### config.mk
export PLATFORM = sky130hd
export DESIGN_NAME = la_trg_seq
export DESIGN_NICKNAME = d
export VERILOG_FILES = /design/src/rtl/la_trg_seq.sv
export SDC_FILE = /design/constraint.sdc
export NUM_CORES = 1
export LEC_CHECK = 0
export BUFFER_PORTS_ARGS = -buffer_cell sky130_fd_sc_hd__buf_2
export CAP_MARGIN = 40
export CORE_AREA = 2 2 99 101
export CTS_CLUSTER_SIZE = 24
export DETAILED_ROUTE_END_ITERATION = 8
export DIE_AREA = 0 0 101 103
export GPL_TIMING_DRIVEN = 0
export PLACE_DENSITY = 0.72
export SKIP_LAST_GASP = 1
export SLEW_MARGIN = 20
export SYNTH_ARGS = -nofsm -noshare
export SYNTH_HDL_FRONTEND = slang
export SYNTH_SLANG_ARGS = --single-unit
### constraint.sdc
create_clock -name clk -period 3.55 [get_ports clk]
set_input_delay 0.71 -clock clk [delete_from_list [all_inputs] [get_ports clk]]
set_output_delay 0.71 -clock clk [all_outputs]
set_load 0.02 [all_outputs]
### src/rtl/la_trg_seq.sv
// Multi-stage trigger sequencer: walks up to SN masked-event stages and emits one trigger pulse.
// Optional per-stage timeout and restart counter are built when LA_TRG_SEQ_TMO_EN is defined.
module la_trg_seq #(
    parameter int SN = 4,
    parameter int EW = 4,
    parameter int CW = 16,
    parameter int TW = 32
) (
    input  logic                  clk,
    input  logic                  rst,
    input  logic                  ctl_rst,
    input  logic                  ctl_arm,
    input  logic                  ctl_abt,
    input  logic [EW-1:0]         evn,
    input  logic [$clog2(SN):0]   cfg_num,
    input  logic [SN*EW-1:0]      cfg_msk,
    input  logic [SN*CW-1:0]      cfg_cnt,
    input  logic [SN*TW-1:0]      cfg_tmo,
    output logic                  evn_trg,
    output logic                  sts_run,
    output logic                  sts_don,
    output logic [$clog2(SN)-1:0] sts_stg,
    output logic [CW-1:0]         sts_occ,
    output logic [15:0]           sts_tmo
);

    localparam int NW = $clog2(SN) + 1;
    localparam int SW = $clog2(SN);

    typedef enum logic [1:0] {IDLE, RUN, FIRE} state_t;

    state_t        state_q, state_d;
    logic [SW-1:0] stg_q, stg_d;
    logic [CW-1:0] occ_q, occ_d;
    logic          don_q, don_d;
    logic          trg_q, trg_d;
    logic          run_q, run_d;

    logic [EW-1:0] sel_msk;
    logic [CW-1:0] sel_cnt;
    logic [CW-1:0] eff_cnt;
    logic [NW-1:0] eff_num;
    logic          hit;
    logic          done;
    logic          last_stg;
    logic          tmo_hit;
    logic          tmr_clr;
    logic          tmo_inc;
    logic          tmo_clr;

    always_comb begin
        sel_msk = '0;
        sel_cnt = '0;
        for (int k = 0; k < SN; k++) begin
            if (stg_q == SW'(k)) begin
                sel_msk = cfg_msk[k*EW +: EW];
                sel_cnt = cfg_cnt[k*CW +: CW];
            end
        end
    end

    // cfg_num is clamped live, so shrinking it below the current stage makes that stage the last one
    always_comb begin
        if (cfg_num == '0) begin
            eff_num = NW'(1);
        end else if (cfg_num > NW'(SN)) begin
            eff_num = NW'(SN);
        end else begin
            eff_num = cfg_num;
        end
    end

    assign eff_cnt  = (sel_cnt == '0) ? CW'(1) : sel_cnt;
    assign hit      = |(evn & sel_msk);
    assign done     = hit && (({1'b0, occ_q} + (CW+1)'(1)) >= {1'b0, eff_cnt});
    assign last_stg = (NW'(stg_q) + NW'(1)) >= eff_num;

    // Priority: abort, then arm, then completion, then timeout
    always_comb begin
        state_d = state_q;
        stg_d   = stg_q;
        occ_d   = occ_q;
        don_d   = don_q;
        trg_d   = 1'b0;
        tmr_clr = 1'b0;
        tmo_inc = 1'b0;
        tmo_clr = 1'b0;
        if (ctl_abt) begin
            state_d = IDLE;
        end else if (ctl_arm) begin
            state_d = RUN;
            stg_d   = '0;
            occ_d   = '0;
            don_d   = 1'b0;
            tmr_clr = 1'b1;
            tmo_clr = 1'b1;
        end else begin
            case (state_q)
                RUN: begin
                    if (done) begin
                        occ_d   = '0;
                        tmr_clr = 1'b1;
                        if (last_stg) begin
                            state_d = FIRE;
                            trg_d   = 1'b1;
                            don_d   = 1'b1;
                        end else begin
                            stg_d = stg_q + SW'(1);
                        end
                    end else if (tmo_hit) begin
                        stg_d   = '0;
                        occ_d   = '0;
                        tmr_clr = 1'b1;
                        tmo_inc = 1'b1;
                    end else if (hit) begin
                        occ_d = occ_q + CW'(1);
                    end
                end
                FIRE:    state_d = IDLE;
                default: state_d = state_q;
            endcase
        end
        run_d = (state_d != IDLE);
    end

    always_ff @(posedge clk) begin
        if (rst || ctl_rst) begin
            state_q <= IDLE;
            stg_q   <= '0;
            occ_q   <= '0;
            don_q   <= 1'b0;
            trg_q   <= 1'b0;
            run_q   <= 1'b0;
        end else begin
            state_q <= state_d;
            stg_q   <= stg_d;
            occ_q   <= occ_d;
            don_q   <= don_d;
            trg_q   <= trg_d;
            run_q   <= run_d;
        end
    end

`ifdef LA_TRG_SEQ_TMO_EN
    logic [TW-1:0] tmr_q, tmr_d;
    logic [TW-1:0] sel_tmo;
    logic [15:0]   tmo_q, tmo_d;

    always_comb begin
        sel_tmo = '0;
        for (int k = 0; k < SN; k++) begin
            if (stg_q == SW'(k)) begin
                sel_tmo = cfg_tmo[k*TW +: TW];
            end
        end
    end

    assign tmo_hit = (sel_tmo != '0) && (tmr_q == sel_tmo - TW'(1));

    // Timer holds at all-ones rather than wrapping; restart count saturates
    always_comb begin
        tmr_d = tmr_q;
        tmo_d = tmo_q;
        if (tmr_clr) begin
            tmr_d = '0;
        end else if (state_q == RUN && tmr_q != '1) begin
            tmr_d = tmr_q + TW'(1);
        end
        if (tmo_clr) begin
            tmo_d = '0;
        end else if (tmo_inc && tmo_q != 16'hffff) begin
            tmo_d = tmo_q + 16'd1;
        end
    end

    always_ff @(posedge clk) begin
        if (rst || ctl_rst) begin
            tmr_q <= '0;
            tmo_q <= '0;
        end else begin
            tmr_q <= tmr_d;
            tmo_q <= tmo_d;
        end
    end

    assign sts_tmo = tmo_q;
`else
    logic unused_tmo;

    assign tmo_hit    = 1'b0;
    assign unused_tmo = ^{cfg_tmo, tmr_clr, tmo_inc, tmo_clr};
    assign sts_tmo    = '0;
`endif

    assign evn_trg = trg_q;
    assign sts_run = run_q;
    assign sts_don = don_q;
    assign sts_stg = stg_q;
    assign sts_occ = occ_q;

endmodule

==> impl_metrics.env <==
export IMPL_drt_wl_total_um=8980
export IMPL_path_clk_slew_ns=0.08
export IMPL_syn_area_sq_um=2870
export IMPL_worstHoldPathCells=1
export IMPL_worstHoldStart="sts_don"
export IMPL_r2r_slack_ns=-0.01
export IMPL_yosysWarnings=0
export IMPL_synthToLayoutAreaGrowth_pct=41.8
export IMPL_hpwl_um=7010
export IMPL_cts_hold_buf=0
export IMPL_fin_cells=630
export IMPL_start_util=0.303
export IMPL_cts_tree="yes"
export IMPL_clkSinkCount=23
export IMPL_slew_violations=0
export IMPL_fmax_mhz=281
export IMPL_worst_slew_pin_transition_ns=0.500
export IMPL_ys_seq_elements=23
export IMPL_grt_use_total=0.158
export IMPL_critPathKind="flip-flop to flip-flop"
export IMPL_worstPathMaxFanout=10
export IMPL_grt_max_degree=14
export IMPL_ioPinCount=257
export IMPL_yosysMostFrequentCell="nand2_1"
export IMPL_syn_area_per_cell_sq_um=7.85
export IMPL_io_buffers=111
export IMPL_start_kind="flip-flop"
export IMPL_dieArea_sq_um=10400
export IMPL_dr_pass1_iters=4
export IMPL_drt_initial_drc_count=131
export IMPL_placedCellCount=605
export IMPL_place_ws_ns=-0.444
export IMPL_routed_via_density=5.18
export IMPL_ys_async_sr_fraction=0
export IMPL_gp_congestion=0.920
export IMPL_core_rowCount=36
export IMPL_seqCellArea_sq_um=473
export IMPL_p_leak_nw=1.89
export IMPL_root_buffer="clkbuf_8"
export IMPL_drv_cap=0
export IMPL_antenna_cells=0
export IMPL_reg2reg_from="sts_stg[0]"
export IMPL_yosys_area_top_type_share=0.161
export IMPL_cp_arrival_ns=3.74
export IMPL_cts_buffers_inserted=3
export IMPL_outcome="complete, but fails checks"
export IMPL_finalClockSkew_ns=0.00867
export IMPL_synth_area_leader_cell="dfxtp_1"
export IMPL_drcViolationCount=0
export IMPL_fillCellCount=951
export IMPL_setup_viol=2
export IMPL_fin_crit_sh=1.00
export IMPL_hold_viol_final=0
export IMPL_ir_drop_v=0.000117
export IMPL_grt_first_pass_wirelength_um=13500
export IMPL_rsz0062_at_grt="yes"
export IMPL_crit_chain="inv_4, ha_4, buf_6, clkbuf_8, nand2_1, o21ai_1, a22oi_2, nand3_1, or4_4, o21ai_2, ha_1, nand2b_4, a21oi_2, o21ai_2, a31oi_4, buf_4, buf_4, a2111oi_2, o21a_1"
export IMPL_cp_slowest_stage_delay_ns=0.53
export IMPL_worst_hold_path_type="flip-flop to flip-flop"
export IMPL_ys_flop_type="dfxtp_1"
export IMPL_worstHoldEndpoint="sts_don"
export IMPL_num_vias=3265
export IMPL_wire_per_inst_um=14.2
export IMPL_synth_commonest_cells="nand2_1, a21oi_1, o21ai_0"
export IMPL_grt_pass1_vias=2966
export IMPL_synth_edff_count=0
export IMPL_violations="setup timing"
export IMPL_synth_cell_type_count=61
export IMPL_final_nets=762
export IMPL_cts_htree_levels=1
export IMPL_drive_gt1_frac=0.444
export IMPL_r2r_end="sts_don"
export IMPL_final_util=0.430
export IMPL_grt_antenna_before_repair=0
export IMPL_grt_ovfl_total=0
export IMPL_endpoint_kind="flip-flop"
export IMPL_synth_seq_area_share=0.161
export IMPL_cts_buffer_depth=2
export IMPL_yosys_top_cells_area="dfxtp_1, ha_1, nand2_1, a21oi_1, o21ai_0"
export IMPL_dieWidth_um=101
export IMPL_reg2regPathDepth=19
export IMPL_clkLatencyLatePin_ns=0.28
export IMPL_syn_inst=365
export IMPL_core_area_sq_um=9460
export IMPL_min_period_ns=3.56
export IMPL_die_y_um=103
export IMPL_multi_input_area_sq_um=2320
export IMPL_cp_required_ns=3.72
export IMPL_setup_ws_ns=-0.0130
export IMPL_crit_slowest_cell="or4_4"
export IMPL_slew_headroom=0.663
export IMPL_ant_nets=0
export IMPL_powerDensity_nw_per_um2=148
worst max-delay path: cells and delay by family, from the launching register on:
| family | cells | cell delay (ns) |
|---|---|---|
| buffers and inverters | 5 | 0.63 |
| AND/OR/NAND/NOR | 4 | 0.86 |
| adder cells (fa/ha/maj) | 2 | 0.39 |
| AO/OA/AOI/OAI | 8 | 1.16 |
| flip-flops | 1 | 0.41 |
cell usage in the layout, fill, tap and decap left out, drive strengths merged, types with 11 or more instances in the layout:
| master | instances |
|---|---|
| dfxtp | 23 |
| nand3 | 11 |
| nand2 | 47 |
| a32oi | 11 |
| o21ai | 32 |
| nor2 | 13 |
| ha | 25 |
| a21oi | 33 |
| conb | 16 |
| o21a | 11 |
| buf | 162 |
| inv | 14 |
through the flow:
stage | instance area [sq um] | setup TNS, ns | power [W] | hold slack, ns
2_1_floorplan | 2930 | 0 | 0.000352 | 0.483
3_5_place_dp | 3620 | -9.04 | 0.000420 | 0.456
5_1_grt | 4060 | -3.35 | 0.000634 | 0.498
4_1_cts | 3910 | -0.140 | 0.000599 | 0.479
3_3_place_gp | 3620 | -8.61 | 0.000416 | 0.450
6_report | 4060 | -0.0198 | 0.000601 | 0.468
area by class of cell:
class / count / area share
Multi-Input combinational cell: 305 / 0.570
Clock buffer: 3 / 0.0102
Buffer: 34 / 0.0687
Tap cell: 114 / 0.0351
Timing Repair Buffer: 135 / 0.183
Clock inverter: 1 / 0.00123
Inverter: 15 / 0.0154
Sequential cell: 23 / 0.116
per-layer routing:
metal | vias up | GRT usage | wire (um)
li1 | 1635 | - | -
met1 | 1524 | 0.207 | 3970
met2 | 95 | 0.276 | 4330
met3 | 11 | 0.0353 | 603
met4 | 0 | 0.0187 | 73
met5 | - | 0 | 0
where the power goes:
group	internal [W]	switching (W)
Sequential	0.000257	0.000000496
Clock	0.0000787	0.0000936
Combinational	0.0000850	0.0000861
registers in the layout, indices dropped and copies added, names as in the netlist:
| signal | cells |
|---|---|
| sts_don | 1 |
| sts_run | 1 |
| state_q | 2 |
| sts_occ | 16 |
| sts_stg | 2 |
| evn_trg | 1 |
timing repair:
item / CTS / global route
cloned: 1 / 1
setup endpoints to repair: 23 / 23
resized for setup: 46 / 39
setup buffers: 12 / 10
pin swaps: 19 / 21
cells by family (layout without fill, tap and decap cells):
kind of cell | after synthesis | in the layout | synth area share
AND/OR/NAND/NOR | 111 | 111 | 0.199
multiplexers | 6 | 6 | 0.0210
buffers and inverters | 52 | 188 | 0.113
XOR/XNOR | 13 | 13 | 0.0397
adder cells (fa/ha/maj) | 25 | 25 | 0.109
AO/OA/AOI/OAI | 134 | 134 | 0.357
other | 1 | 16 | 0.00131
flip-flops | 23 | 23 | 0.161
worst max path at each step:
stage,start,endpoint,cells after the start
2_1_floorplan,sts_stg[0],sts_run,17
3_3_place_gp,sts_stg[0],sts_occ[10],18
3_5_place_dp,sts_stg[0],sts_occ[2],18
4_1_cts,sts_stg[0],sts_run,17
5_1_grt,sts_stg[1],sts_occ[13],17
6_report,sts_stg[0],sts_don,19
(Power assumes the default switching activity.)
